## config.mk

```make
export PLATFORM = sky130hd
export DESIGN_NAME = button_drive_ctrl
export DESIGN_NICKNAME = d
export VERILOG_FILES = /design/src/rtl/button_drive_ctrl.sv
export SDC_FILE = /design/constraint.sdc
export NUM_CORES = 1
export LEC_CHECK = 0
export CAP_MARGIN = 20
export CORE_MARGIN = 1
export CORE_UTILIZATION = 56
export CTS_CLUSTER_DIAMETER = 30
export CTS_CLUSTER_SIZE = 10
export DETAILED_ROUTE_END_ITERATION = 16
export HOLD_SLACK_MARGIN = 0.06
export MAX_ROUTING_LAYER = met4
export PLACE_DENSITY = 0.76
export SETUP_SLACK_MARGIN = 0.02
export SYNTH_ARGS = -nofsm -noshare
export SYNTH_HDL_FRONTEND = slang
export SYNTH_SLANG_ARGS = --single-unit
```

## constraint.sdc

```tcl
create_clock -name clk -period 4.15 [get_ports clk]
set_clock_uncertainty 0.15 [all_clocks]
set_input_delay 1.0375 -clock clk [delete_from_list [all_inputs] [get_ports clk]]
set_output_delay 1.0375 -clock clk [all_outputs]
set_load 0.005 [all_outputs]
```

## src/rtl/button_drive_ctrl.sv

```systemverilog
// Push-button front end: 2-flop sync + debounce, conflict resolution, throttle FSM with stop dwell.
// Latency: pin->btn_db 2+DB_CYCLES, btn_db->direction/throttle 1 cycle; no backpressure, outputs free-running.
module button_drive_ctrl #(
    parameter int DB_CYCLES    = 50000,
    parameter int DWELL_CYCLES = 25000,
    parameter int CNT_W        = 20
) (
    input  logic       clk,
    input  logic       rst_n,
    input  logic       btn_left,
    input  logic       btn_right,
    input  logic       btn_fwd,
    input  logic       btn_rev,
    input  logic       estop,
    output logic [1:0] direction,
    output logic [1:0] throttle,
    output logic [3:0] btn_db,
    output logic       dwell_active
);

    localparam logic [CNT_W-1:0] DB_LAST    = CNT_W'(DB_CYCLES - 1);
    localparam logic [CNT_W-1:0] DWELL_LAST = CNT_W'(DWELL_CYCLES - 1);

    typedef enum logic [1:0] {
        ST_STOP  = 2'd0,
        ST_FWD   = 2'd1,
        ST_REV   = 2'd2,
        ST_DWELL = 2'd3
    } state_t;

    logic [4:0]       raw;
    logic [4:0]       s1_q;
    logic [4:0]       s2_q;
    logic [3:0]       db_q;
    logic [3:0]       db_d;
    logic [CNT_W-1:0] db_cnt_q [4];
    logic [CNT_W-1:0] db_cnt_d [4];
    logic [1:0]       dir_q;
    logic [1:0]       dir_d;
    state_t           state_q;
    state_t           state_d;
    logic [CNT_W-1:0] dwell_cnt_q;
    logic [CNT_W-1:0] dwell_cnt_d;
    logic [1:0]       throttle_q;
    logic [1:0]       throttle_d;
    logic             dwell_q;
    logic             dwell_d;
    logic             e_sync;
    logic             fwd_req;
    logic             rev_req;

    // Bit 4 is the e-stop: synchronised only, never debounced.
    assign raw = {estop, btn_rev, btn_fwd, btn_right, btn_left};

    always_ff @(posedge clk or negedge rst_n) begin
        if (!rst_n) begin
            s1_q <= '0;
            s2_q <= '0;
        end else begin
            s1_q <= raw;
            s2_q <= s1_q;
        end
    end

    always_comb begin
        db_d     = db_q;
        db_cnt_d = db_cnt_q;
        for (int i = 0; i < 4; i++) begin
            if (s2_q[i] == db_q[i]) begin
                db_cnt_d[i] = '0;
            end else if (db_cnt_q[i] == DB_LAST) begin
                db_d[i]     = s2_q[i];
                db_cnt_d[i] = '0;
            end else begin
                db_cnt_d[i] = db_cnt_q[i] + 1'b1;
            end
        end
    end

    always_ff @(posedge clk or negedge rst_n) begin
        if (!rst_n) begin
            db_q <= '0;
            for (int i = 0; i < 4; i++) begin
                db_cnt_q[i] <= '0;
            end
        end else begin
            db_q     <= db_d;
            db_cnt_q <= db_cnt_d;
        end
    end

    always_comb begin
        case (db_q[1:0])
            2'b01:   dir_d = 2'd1;
            2'b10:   dir_d = 2'd2;
            default: dir_d = 2'd3;
        endcase
    end

    assign e_sync  = s2_q[4];
    assign fwd_req = db_q[2] & ~db_q[3];
    assign rev_req = db_q[3] & ~db_q[2];

    // Every exit from FWD/REV lands in DWELL, so a reversal can never skip the stop dwell.
    always_comb begin
        state_d     = state_q;
        dwell_cnt_d = dwell_cnt_q;
        if (e_sync) begin
            state_d     = ST_DWELL;
            dwell_cnt_d = '0;
        end else begin
            case (state_q)
                ST_STOP: begin
                    dwell_cnt_d = '0;
                    if (fwd_req) begin
                        state_d = ST_FWD;
                    end else if (rev_req) begin
                        state_d = ST_REV;
                    end
                end
                ST_FWD: begin
                    dwell_cnt_d = '0;
                    if (!fwd_req) begin
                        state_d = ST_DWELL;
                    end
                end
                ST_REV: begin
                    dwell_cnt_d = '0;
                    if (!rev_req) begin
                        state_d = ST_DWELL;
                    end
                end
                default: begin
                    if (dwell_cnt_q == DWELL_LAST) begin
                        state_d     = ST_STOP;
                        dwell_cnt_d = '0;
                    end else begin
                        dwell_cnt_d = dwell_cnt_q + 1'b1;
                    end
                end
            endcase
        end

        case (state_d)
            ST_FWD:  throttle_d = 2'd2;
            ST_REV:  throttle_d = 2'd1;
            default: throttle_d = 2'd3;
        endcase
        dwell_d = (state_d == ST_DWELL);
    end

    always_ff @(posedge clk or negedge rst_n) begin
        if (!rst_n) begin
            state_q     <= ST_STOP;
            dwell_cnt_q <= '0;
            throttle_q  <= 2'd3;
            dwell_q     <= 1'b0;
            dir_q       <= 2'd3;
        end else begin
            state_q     <= state_d;
            dwell_cnt_q <= dwell_cnt_d;
            throttle_q  <= throttle_d;
            dwell_q     <= dwell_d;
            dir_q       <= dir_d;
        end
    end

    assign direction    = dir_q;
    assign throttle     = throttle_q;
    assign btn_db       = db_q;
    assign dwell_active = dwell_q;

endmodule

```

==> flow_metrics.py <==
metrics = {
    "power": {
        "leakage_uw": 0.00264,
        "sequentialPowerShare": 0.458,
        "switchingPower_uw": 580,
        "ir_drop_uv": 456,
        "p_total_uw": 2670,
        "power.internal_uw": 2090,
        "clkPwrFrac": 0.506,
        "power_frac_comb": 0.036,
        "p_per_area_nw_per_um2": 402,
        "sw_frac_of_total": 0.217,
    },
    "global_route": {
        "antenna_found_initial": 0,
        "grt_usage": 0.249,
        "grt_max_degree": 66,
        "grt_pass1_wl_mm": 19.4,
        "grt-ovfl-total": 0,
        "grt_pass1_vias": 4246,
    },
    "worst_setup_path": {
        "worst-setup-path-type": "reg2out",
        "crit_arrival_ns": 1.60,
        "cpPeakStageDelay_ns": 0.59,
        "cp_top_family": "buffers and inverters",
        "reg2reg_setup_slack_ns": 1.51,
        "critical_path_buf_inv_count": 1,
        "r2r-start": "db_cnt_q[50]$_DFF_PN0_",
        "slowest_stage": "clkdlybuf4s50_1",
        "critPathLaunchType": "flop",
        "reg2reg_to": "db_cnt_q[58]$_DFF_PN0_",
        "ff2ff_path_depth": 4,
        "worstPathCellList": "clkdlybuf4s50_1",
        "required_ns": 2.96,
        "crit_fanout": 8,
        "cp-end-kind": "output port",
        "startpoint": "btn_db[3]$_DFFE_PN0P_",
    },
    "clock_network": {
        "cts.repair.resized": 0,
        "clock_latency_ns": 0.52,
        "clock-sinks": 121,
        "clockRootBuffer": "clkbuf_8",
        "cts_setup_buffers": 0,
        "cts_buffers": 17,
        "cts_tree": "done",
        "htreeDepth": 4,
        "path_clk_slew_ns": 0.05,
        "cts_hold_buf": 0,
        "clockBufferDepth": 2,
    },
    "placed_design": {
        "io_buffers": 15,
        "dpl.hpwl_mm": 7.67,
        "placed_area_um2": 6080,
        "place_ws_ns": 1.54,
        "globalplace.congestion": 0.845,
    },
    "floorplan": {
        "core_region_area_um2": 9860,
        "pin_count": 16,
        "die_h_um": 103,
        "die_x_um": 103,
        "start_util": 0.584,
        "die-area_um2": 10700,
        "rows": 36,
    },
    "sta": {
        "period_minus_slack_ns": 2.79,
        "layout_setup_ws_ns": 1.36,
        "tightestPinTransition_ns": 0.940,
        "setup_viol_count_final": 0,
        "fmax_mhz": 359,
        "setup_tns_ns": 0,
        "finalCritPeriodShare": 0.672,
        "max_slew_margin": 0.366,
        "rsz0062_at_grt": "false",
        "drv_slew": 0,
        "hold_viol_final": 0,
    },
    "yosys": {
        "yosysTopAreaCell": "dfrtp_1",
        "synth_area_per_cell_um2": 9.85,
        "yosysWarnings": 0,
        "synth_seq_cells": 121,
        "syn_area_um2": 5760,
        "ys_types": 44,
        "synth_edf_count": 0,
        "synthArstFlopShare": 1.00,
        "yosysSeqAreaShare": 0.526,
        "synth_ff_type": "dfrtp_1",
        "synth_top_area_frac": 0.508,
        "synthTopCellsByArea": "dfrtp_1 (51%), xnor2_1 (5.5%), nor2_1 (5.3%), xor2_1 (4.3%), nand3_1 (3.2%)",
        "syn_inst": 585,
        "synthesis.nets": 597,
    },
    "detailed_routing": {
        "dr.pass1.iters": 5,
        "wirelength_mm": 11.6,
        "wl_per_cell_um": 15.3,
        "drtAntennaViolNets": 0,
        "met2_length_mm": 5.91,
        "drt_iter0_drc": 218,
        "wl_met3_um": 480,
        "highest_layer": "met4",
        "vias": 4448,
        "drc": 0,
        "wl_met1_mm": 5.03,
        "routed_via_density": 5.87,
    },
    "finish": {
        "n_antenna_cell": 0,
        "drive_gt1_frac": 0.0896,
        "area_growth_pct": 15.2,
        "nets": 624,
        "final_area_um2": 6640,
    },
    "worst_hold_path": {
        "hold_start": "s1_q[0]$_DFF_PN0_",
        "min_path_type": "reg2reg",
        "min_path_cells": 0,
        "holdPathEnd": "s2_q[0]$_DFF_PN0_",
    },
    "flow_run": {
        "cap_violations": 0,
    },
    "run_status": {
        "status": "complete, no violations",
    },
}
[final cells by class]
type | count | area (um^2)
Fill cell | 735 | 3230
Clock buffer | 25 | 484
Tap cell | 133 | 166
Sequential cell | 121 | 3030
Multi-Input combinational cell | 428 | 2590
Timing Repair Buffer | 23 | 211
Clock inverter | 7 | 67.6
Inverter | 21 | 78.8
[stage by stage]
step           instances  hold WS, ns  utilization
2_1_floorplan        585        0.181            -
3_3_place_gp         725        0.183        0.616
3_5_place_dp         726        0.185        0.617
4_1_cts              758        0.197        0.673
5_1_grt              758        0.218        0.673
6_report             758        0.197        0.673
[sequential cells by signal, summed over array words and instances (netlist names)]
signal	count
btn_db	4
s1_q	5
state_q	2
dwell_active	1
dwell_cnt_q	20
throttle	2
db_cnt_q	80
s2_q	5
direction	2
[layer usage]
metal / global-route usage / vias up
met5: - / -
met1: 0.292 / 2187
li1: - / 2144
met2: 0.416 / 100
met4: 0.0791 / 0
met3: 0.0699 / 17
[worst max-delay path by stage]
stage / depth (start not counted) / slack (ns) / endpoint
final: 1 / 1.36 / btn_db[3]
after global routing: 1 / 1.28 / btn_db[3]
after CTS: 1 / 1.33 / btn_db[3]
after detailed placement: 4 / 1.54 / db_cnt_q[58]$_DFF_PN0_
after global placement: 4 / 1.58 / db_cnt_q[58]$_DFF_PN0_
after floorplan: 5 / 2.15 / db_cnt_q[39]$_DFF_PN0_
[placed cells by master, fill, tap and decap left out, types with 19 or more instances in the layout]
cell type | Yosys | layout
nand4_1 | 21 | 21
xnor2_1 | 36 | 36
or4_1 | 19 | 19
xor2_1 | 28 | 28
nand3_1 | 37 | 37
inv_1 | 21 | 21
a21oi_1 | 30 | 30
nor4_1 | 22 | 22
nand2_1 | 37 | 37
dfrtp_1 | 117 | 117
nor2_1 | 81 | 81
[cells in the mapped netlist, types with 8 or more instances]
master    number
dfrtp_1      117
nor2_1        81
nand2_1       37
nand3_1       37
xnor2_1       36
a21oi_1       30
xor2_1        28
nor4_1        22
inv_1         21
nand4_1       21
or4_1         19
o21ai_0       18
or3_1         13
and3_1        12
o31ai_1       12
clkbuf_1      11
nor3_1        10
and4_1         8
[kinds of logic (layout without fill, tap and decap cells)]
logic type                 after synthesis  after routing  share of synthesized area
buffers and inverters                   36             76                     0.0243
adders and majority gates                6              6                     0.0126
AOI/OAI and AO/OA                       70             70                     0.0712
muxes                                    5              5                    0.00956
xor gates and xnor gates                64             64                     0.0973
and+or+nand+nor                        283            283                      0.258
DFF                                    121            121                      0.526
[power groups by stage]
| stage | registers [uW] | logic [uW] | clock network, uW |
|---|---|---|---|
| 3_5_place_dp | 1240 | 98.1 | 0 |
| 6_report | 1220 | 95.9 | 1350 |
| 3_3_place_gp | 1240 | 92.3 | 0 |
| 5_1_grt | 1230 | 110 | 1430 |
| 2_1_floorplan | 1240 | 48.9 | 0 |
| 4_1_cts | 1220 | 99.0 | 1370 |
Power figures use the tool's default switching activity.
